===== config.mk =====
export PLATFORM = sky130hd
export DESIGN_NAME = wb_port_arbiter
export DESIGN_NICKNAME = d
export VERILOG_FILES = /design/src/rtl/wb_port_arbiter.sv
export SDC_FILE = /design/constraint.sdc
export NUM_CORES = 1
export LEC_CHECK = 0
export ABC_AREA = 1
export BUFFER_PORTS_ARGS = -buffer_cell sky130_fd_sc_hd__buf_4
export CAP_MARGIN = 20
export CORE_ASPECT_RATIO = 0.75
export CORE_MARGIN = 2
export CORE_UTILIZATION = 33
export DETAILED_ROUTE_END_ITERATION = 12
export GPL_TIMING_DRIVEN = 0
export SETUP_SLACK_MARGIN = 0.15
export SYNTH_ARGS = -nofsm -noshare
export SYNTH_HDL_FRONTEND = slang
export SYNTH_SLANG_ARGS = --single-unit
export TNS_END_PERCENT = 30

===== constraint.sdc =====
create_clock -name clock -period 4.7 [get_ports clock]
set_input_delay 0.47 -clock clock [delete_from_list [all_inputs] [get_ports clock]]
set_output_delay 0.47 -clock clock [all_outputs]
set_load 0.005 [all_outputs]

===== src/rtl/wb_port_arbiter.sv =====
// wb_port_arbiter: shares the register-file write port between pipeline writeback and a queued aux result source.
// Optional per-register pending-write scoreboard enabled by defining WBARB_SCOREBOARD_EN.
module wb_port_arbiter #(
    parameter int DEPTH    = 2,
    parameter int MAX_WAIT = 4
) (
    input  logic        clock,
    input  logic        reset,
    input  logic        wb_regwrite,
    input  logic [4:0]  wb_rtrd,
    input  logic [31:0] wb_data,
    input  logic        aux_valid,
    output logic        aux_ready,
    input  logic [4:0]  aux_rd,
    input  logic [31:0] aux_data,
    output logic        rf_we,
    output logic [4:0]  rf_waddr,
    output logic [31:0] rf_wdata,
    output logic        wb_stall_req,
    output logic [31:0] aux_pending
);
    localparam int CW = $clog2(DEPTH + 1);
    localparam int PW = $clog2(DEPTH);
    localparam int WW = $clog2(MAX_WAIT + 1);
    localparam logic [WW-1:0] MAXW = WW'(MAX_WAIT);
    localparam logic [CW-1:0] FULL = CW'(DEPTH);

    typedef enum logic {RUN, FORCE} state_t;

    state_t        state_q, state_d;
    logic [CW-1:0] count_q, count_d;
    logic [PW-1:0] wr_ptr_q, wr_ptr_d, rd_ptr_q, rd_ptr_d;
    logic [WW-1:0] wait_q, wait_d;
    logic          stall_q, stall_d, ready_q, ready_d;
    logic [4:0]    rd_mem [DEPTH];
    logic [31:0]   data_mem [DEPTH];
    logic          pipe_wr, head_valid, enq, deq, aux_gnt, pipe_gnt;
    logic [4:0]    head_rd;
    logic [31:0]   head_data;

    assign pipe_wr    = wb_regwrite && wb_rtrd != 5'd0;
    assign head_valid = count_q != '0;
    assign head_rd    = rd_mem[rd_ptr_q];
    assign head_data  = data_mem[rd_ptr_q];
    assign enq        = aux_valid && ready_q;
    assign deq        = aux_gnt;

    always_comb begin
        state_d  = RUN;
        wait_d   = '0;
        aux_gnt  = 1'b0;
        pipe_gnt = 1'b0;
        if (state_q == FORCE) begin
            aux_gnt = head_valid;
        end else if (pipe_wr) begin
            pipe_gnt = reset;
            if (head_valid) begin
                wait_d  = (wait_q == MAXW) ? wait_q : wait_q + 1'b1;
                state_d = (wait_d == MAXW) ? FORCE : RUN;
            end
        end else begin
            aux_gnt = head_valid;
        end
        stall_d  = state_d == FORCE;
        count_d  = count_q + CW'(enq) - CW'(deq);
        wr_ptr_d = wr_ptr_q + PW'(enq);
        rd_ptr_d = rd_ptr_q + PW'(deq);
        ready_d  = count_d != FULL;
    end

    // Aux entries targeting r0 take their grant slot but never drive the port.
    always_comb begin
        rf_we    = pipe_gnt || (aux_gnt && head_rd != 5'd0);
        rf_waddr = !rf_we ? 5'd0 : aux_gnt ? head_rd : wb_rtrd;
        rf_wdata = !rf_we ? 32'd0 : aux_gnt ? head_data : wb_data;
    end

    always_ff @(posedge clock or negedge reset) begin
        if (!reset) begin
            state_q  <= RUN;
            count_q  <= '0;
            wr_ptr_q <= '0;
            rd_ptr_q <= '0;
            wait_q   <= '0;
            stall_q  <= 1'b0;
            ready_q  <= 1'b0;
        end else begin
            state_q  <= state_d;
            count_q  <= count_d;
            wr_ptr_q <= wr_ptr_d;
            rd_ptr_q <= rd_ptr_d;
            wait_q   <= wait_d;
            stall_q  <= stall_d;
            ready_q  <= ready_d;
        end
    end

    always_ff @(posedge clock) begin
        if (enq) begin
            rd_mem[wr_ptr_q]   <= aux_rd;
            data_mem[wr_ptr_q] <= aux_data;
        end
    end

    assign aux_ready    = ready_q;
    assign wb_stall_req = stall_q;

`ifdef WBARB_SCOREBOARD_EN
    logic [CW-1:0] pend_q [32];
    logic [CW-1:0] pend_d [32];

    // Per-register occupancy counts so duplicate destinations clear only on their last dequeue.
    always_comb begin
        aux_pending = '0;
        for (int r = 0; r < 32; r++) begin
            pend_d[r] = pend_q[r] + CW'(enq && r != 0 && aux_rd == 5'(r))
                                  - CW'(deq && r != 0 && head_rd == 5'(r));
            aux_pending[r] = pend_q[r] != '0;
        end
    end

    always_ff @(posedge clock or negedge reset) begin
        if (!reset) begin
            for (int r = 0; r < 32; r++) pend_q[r] <= '0;
        end else begin
            pend_q <= pend_d;
        end
    end
`else
    assign aux_pending = 32'b0;
`endif
endmodule

== Word-level counts from Yosys, hierarchy flattened ==
Memory sizes are Yosys's and may differ from the RTL's.
Cells that the tools add are included.

* Bits in registers: 9
* Bits in latches: 0
* RAM bits: 74
* Memory bits (read-only): 0
* Input bits: 78
* Output and inout bits: 72
* Logic and storage cells: 41
* Memories: 2

{| class="wikitable"
|+ Memory list
! memory !! depth !! width !! read ports !! clocked after Yosys merged registers in !! write ports !! line !! text
|-
| data_mem || 2 || 32 || 1 || 0 || 1 || 36 || <nowiki>logic [31:0] data_mem [DEPTH];</nowiki>
|-
| rd_mem || 2 || 5 || 1 || 0 || 1 || 35 || <nowiki>logic [4:0] rd_mem [DEPTH];</nowiki>
|}

* Add/subtract/negate cells: 5
* Multiply operators: 0
* Divide/modulo/power cells: 0
* Magnitude comparators: 0
* Equal/unequal tests: 3
* Shifts and indexed selects: 0
* Muxes and demuxes: 18
* Bitwise gates (word level): 0
* Reductions and logical operators: 7

{| class="wikitable"
|+ Operators with widths
! cell !! number
|-
| 32-bit two-way mux || 2
|-
| 3-bit two-way mux || 4
|-
| 1-bit two-way mux || 10
|-
| 5-bit two-way mux || 2
|-
| 5-bit nonzero test || 2
|-
| 3-bit == test, second input constant || 2
|-
| 3-bit by 1-bit adder with 3-bit output, second input constant || 1
|-
| 1-bit logical AND || 3
|-
| 1-bit adder || 2
|-
| 2-bit by 1-bit adder with 2-bit output || 1
|-
| 2-bit inequality test, second input constant || 1
|-
| 2-bit nonzero test || 1
|-
| 2-bit by 1-bit subtractor with 2-bit output || 1
|-
| 1-bit logical OR || 1
|}

== Depth between registers and ports, before layout ==
* Depth after elaboration: 7
* Mapped depth: 13
* Depth with buffers taken out: 12

== Least setup slack after synthesis ==
No wires, ideal clock.

* Path type: input port to flip-flop
* From: input port aux_valid
* To: memory data_mem[1][0], enable pin
* Arrival: 1.575 ns
* Data required time: 4.302 ns
* Path slack: 2.728 ns
* Stages: 3
* Buffers on the path: 0
* Cells stage by stage: nand2_1 -> inv_1 -> ha_1

* Word-level cells in the longest chain between the ends: 3

{| class="wikitable"
|+ Ends and longest elaborated chain
! what !! line !! text
|-
| start: declaration || 12 || <nowiki>input logic aux_valid,</nowiki>
|-
| 1-bit logical AND || 45 || <nowiki>assign enq = aux_valid && ready_q;</nowiki>
|-
| 1-bit two-way mux || 99 || <nowiki>if (enq) begin</nowiki>
|-
| 1-bit two-way mux (not written as such) || 101 || <nowiki>data_mem[wr_ptr_q] <= aux_data;</nowiki>
|-
| end: declaration || 36 ||
|}

No other way between the ends.

==> results.cfg <==
[critical_path]
rrSetupSlack_ns = 2.58
endpoint_kind = output port
arrival_ns = 2.09
cp-endpoint = rf_wdata[14]
reg2reg_from = wb_stall_req
r2r_cells = 11
crit_buf_inv = 4
slowest_stage = dfrtp_1
startpoint_type = flop
critPathMaxFanout = 10
crit_family = simple AND/OR/NAND/NOR gates
r2r_end = aux_ready
critPathLaunch = wb_stall_req
worst_ep_required_time_ns = 4.23
critical_path_cell_count = 10
criticalPathCategory = reg2out
path_cells = nor2_1, nand2_1, nand2_2, buf_4, buf_4, nand2_1, nand2_1, inv_1, nor2_1, buf_4
max_stage_delay_ns = 0.37

[layout]
nets = 742
fillers = 1252
area_growth_pct = 36.3
drive_gt1_share_pct = 28.9
fin_util_pct = 45.6
diodes = 0
layoutNonFillerInstCount = 835
seqCellArea_um2 = 2450
multiInputGateArea_um2 = 1380

[floorplanning]
start_util_pct = 33.5
ios = 150
core.rowCount = 36
die_h_um = 103
die_x_um = 136
fp.coreArea_um2 = 12900
die-area_um2 = 14000

[synth]
yosys_warnings = 0
syn_area_per_cell_um2 = 8.67
ys_seq_area_share_pct = 56.8
synth.largest_area_cell = edfxtp_1
synth_commonest_cells = nand2_1 (197), edfxtp_1 (74), inv_1 (57)
synth_cell_types = 22
ys.flop_type = edfxtp_1
synthTopCellsByArea = edfxtp_1 (52%), nand2_1 (17%), buf_4 (6.3%)
synth_seq_cells = 83
synth_edf_count = 74
syn_area_um2 = 4310
yosysMostFrequentCell = nand2_1
async_reset_ff_share_pct = 10.8
synth_top_area_share_pct = 51.6
syn-instance-count = 497

[timing]
fin_crit_sh_pct = 54.4
drv_slew = 0
layout_setup_ws_ns = 2.14
fmax_ghz = 0.391
worst_slew_pin_slew_ns = 0.524
setup_violations = 0
relSlewSlack_pct = 65.0
finalHoldViolCount = 0
finClkSkew_ns = 0.00761
rsz0062_at_grt = false
setup-tns-final_ns = 0
period_needed_ns = 2.56

[clock_network]
cts_buffer_depth = 2
htreeDepth = 3
cts-root-buf = clkbuf_16
tritoncts = yes
cts.sinks = 83
clk_pin_slew_worst_paths_ns = 0.06
cts_buffers = 9
cts_resized = 0
clock_latency_ns = 0.34

[min_path]
worstHoldPathType = in2reg

[global_routing]
grt_overflow = 0
grt-busiest-layer = met2
grt_max_degree = 27
use_met2_pct = 25.0
grt_pass1_wl_um = 15500
grt_use_met3_pct = 5.46
antenna_found_initial = 0
grt_pass1_vias = 3151
track_usage_pct = 14.9
grtUsageMet1_pct = 18.6

[drt]
vias = 3429
drc_errors = 0
drtIter0Drc = 138
post_drt_wl_per_cell_um = 12.1
vias_per_cell = 4.11
totalWireLength_um = 10100
drtAntennaViolNets = 0
firstDrtPassIters = 4

[pwr]
powerDensity_nw_per_um2 = 522
power_leakage_nw = 3.01
worst_ir_drop_vdd_mv = 0.211

[placement]
place.detailed.hpwl_um = 7400
place_congestion = 0.729
placedCellCount = 818
pre_cts_slack_ns = 2.30
io_buffers = 117

[outcome]
status = finished clean

[job]
cap_violations = 0
[cell families after synthesis]
kind of cell               Yosys count  share of synthesized area [%]
and+or+nand+nor                    289                           26.9
buffers and inverters              115                           14.0
DFF                                 83                           56.8
adders and majority gates            5                           1.45
xor gates and xnor gates             3                          0.610
AOI/OAI and AO/OA                    1                          0.174
other                                1                         0.0870
[cell type report]
type                            instances  area share (%)
Buffer                                 56            6.51
Multi-Input combinational cell        330            23.5
Sequential cell                        83            41.6
Clock buffer                           10            3.90
Inverter                               59            3.77
Clock inverter                          6            1.26
Tap cell                              171            3.64
Timing Repair Buffer                  120            15.8
[per-layer routing]
layer  part of all wire [%]  up-vias
li1                       -     1799
met1                     46     1508
met2                     46      120
met3                    7.5        2
met4                   0.24        0
met5                      0        -
[stage by stage]
| stage | power (mW) | area (µm²) | hold slack (ns) |
|---|---|---|---|
| 2_1_floorplan | 1.86 | 4430 | 0.174 |
| 3_3_place_gp | 2.35 | 5520 | 0.304 |
| 3_5_place_dp | 2.40 | 5560 | 0.307 |
| 4_1_cts | 3.12 | 5880 | 0.298 |
| 5_1_grt | 3.31 | 5880 | 0.298 |
| 6_report | 3.07 | 5880 | 0.315 |
[flip-flops by register name (all words and copies together) (netlist names)]
| name | flops |
|---|---|
| aux_ready | 1 |
| count_q | 2 |
| data_mem | 64 |
| rd_mem | 10 |
| rd_ptr_q | 1 |
| wait_q | 3 |
| wb_stall_req | 1 |
| wr_ptr_q | 1 |
[repair_timing]
item                                   4_1_cts  5_1_grt
endpoints found under the hold margin        9        0
buffers inserted                             0        0
hold buffers                                 1        0
[cell usage in the layout, fill, tap and decap left out, drive strengths merged]
cell	synthesis	layout
buf	51	170
bufinv	0	1
clkbuf	5	15
clkinv	0	1
clkinvlp	0	2
conb	1	32
dfrtp	9	9
dlygate4sd3	0	1
edfxtp	74	74
ha	5	5
inv	59	61
nand2	198	198
nand3	37	37
nand3b	4	4
nand4	1	1
nor2	47	47
nor4	1	1
o211ai	1	1
or2	1	1
xnor2	1	1
xor2	2	2
[where the power goes]
part	internal [mW]	switching [mW]	leakage, nW
logic	0.555	0.778	2.07
registers	0.990	0.0423	0.799
clock network	0.418	0.285	0.141
total	1.96	1.11	3.01
[how the worst min path moves through the flow]
| stage | from | endpoint | slack, ns | cells past startpoint |
|---|---|---|---|---|
| 4_1_cts | aux_data[10] | data_mem[1][10] | 0.30 | 1 |
| 5_1_grt | aux_data[14] | data_mem[1][14] | 0.30 | 1 |
| 3_3_place_gp | reset | wb_stall_req | 0.30 | 1 |
| 2_1_floorplan | reset | aux_ready | 0.17 | 0 |
| 6_report | aux_data[7] | data_mem[0][7] | 0.32 | 1 |
| 3_5_place_dp | reset | wb_stall_req | 0.31 | 1 |
Power figures use the tool's default switching activity.
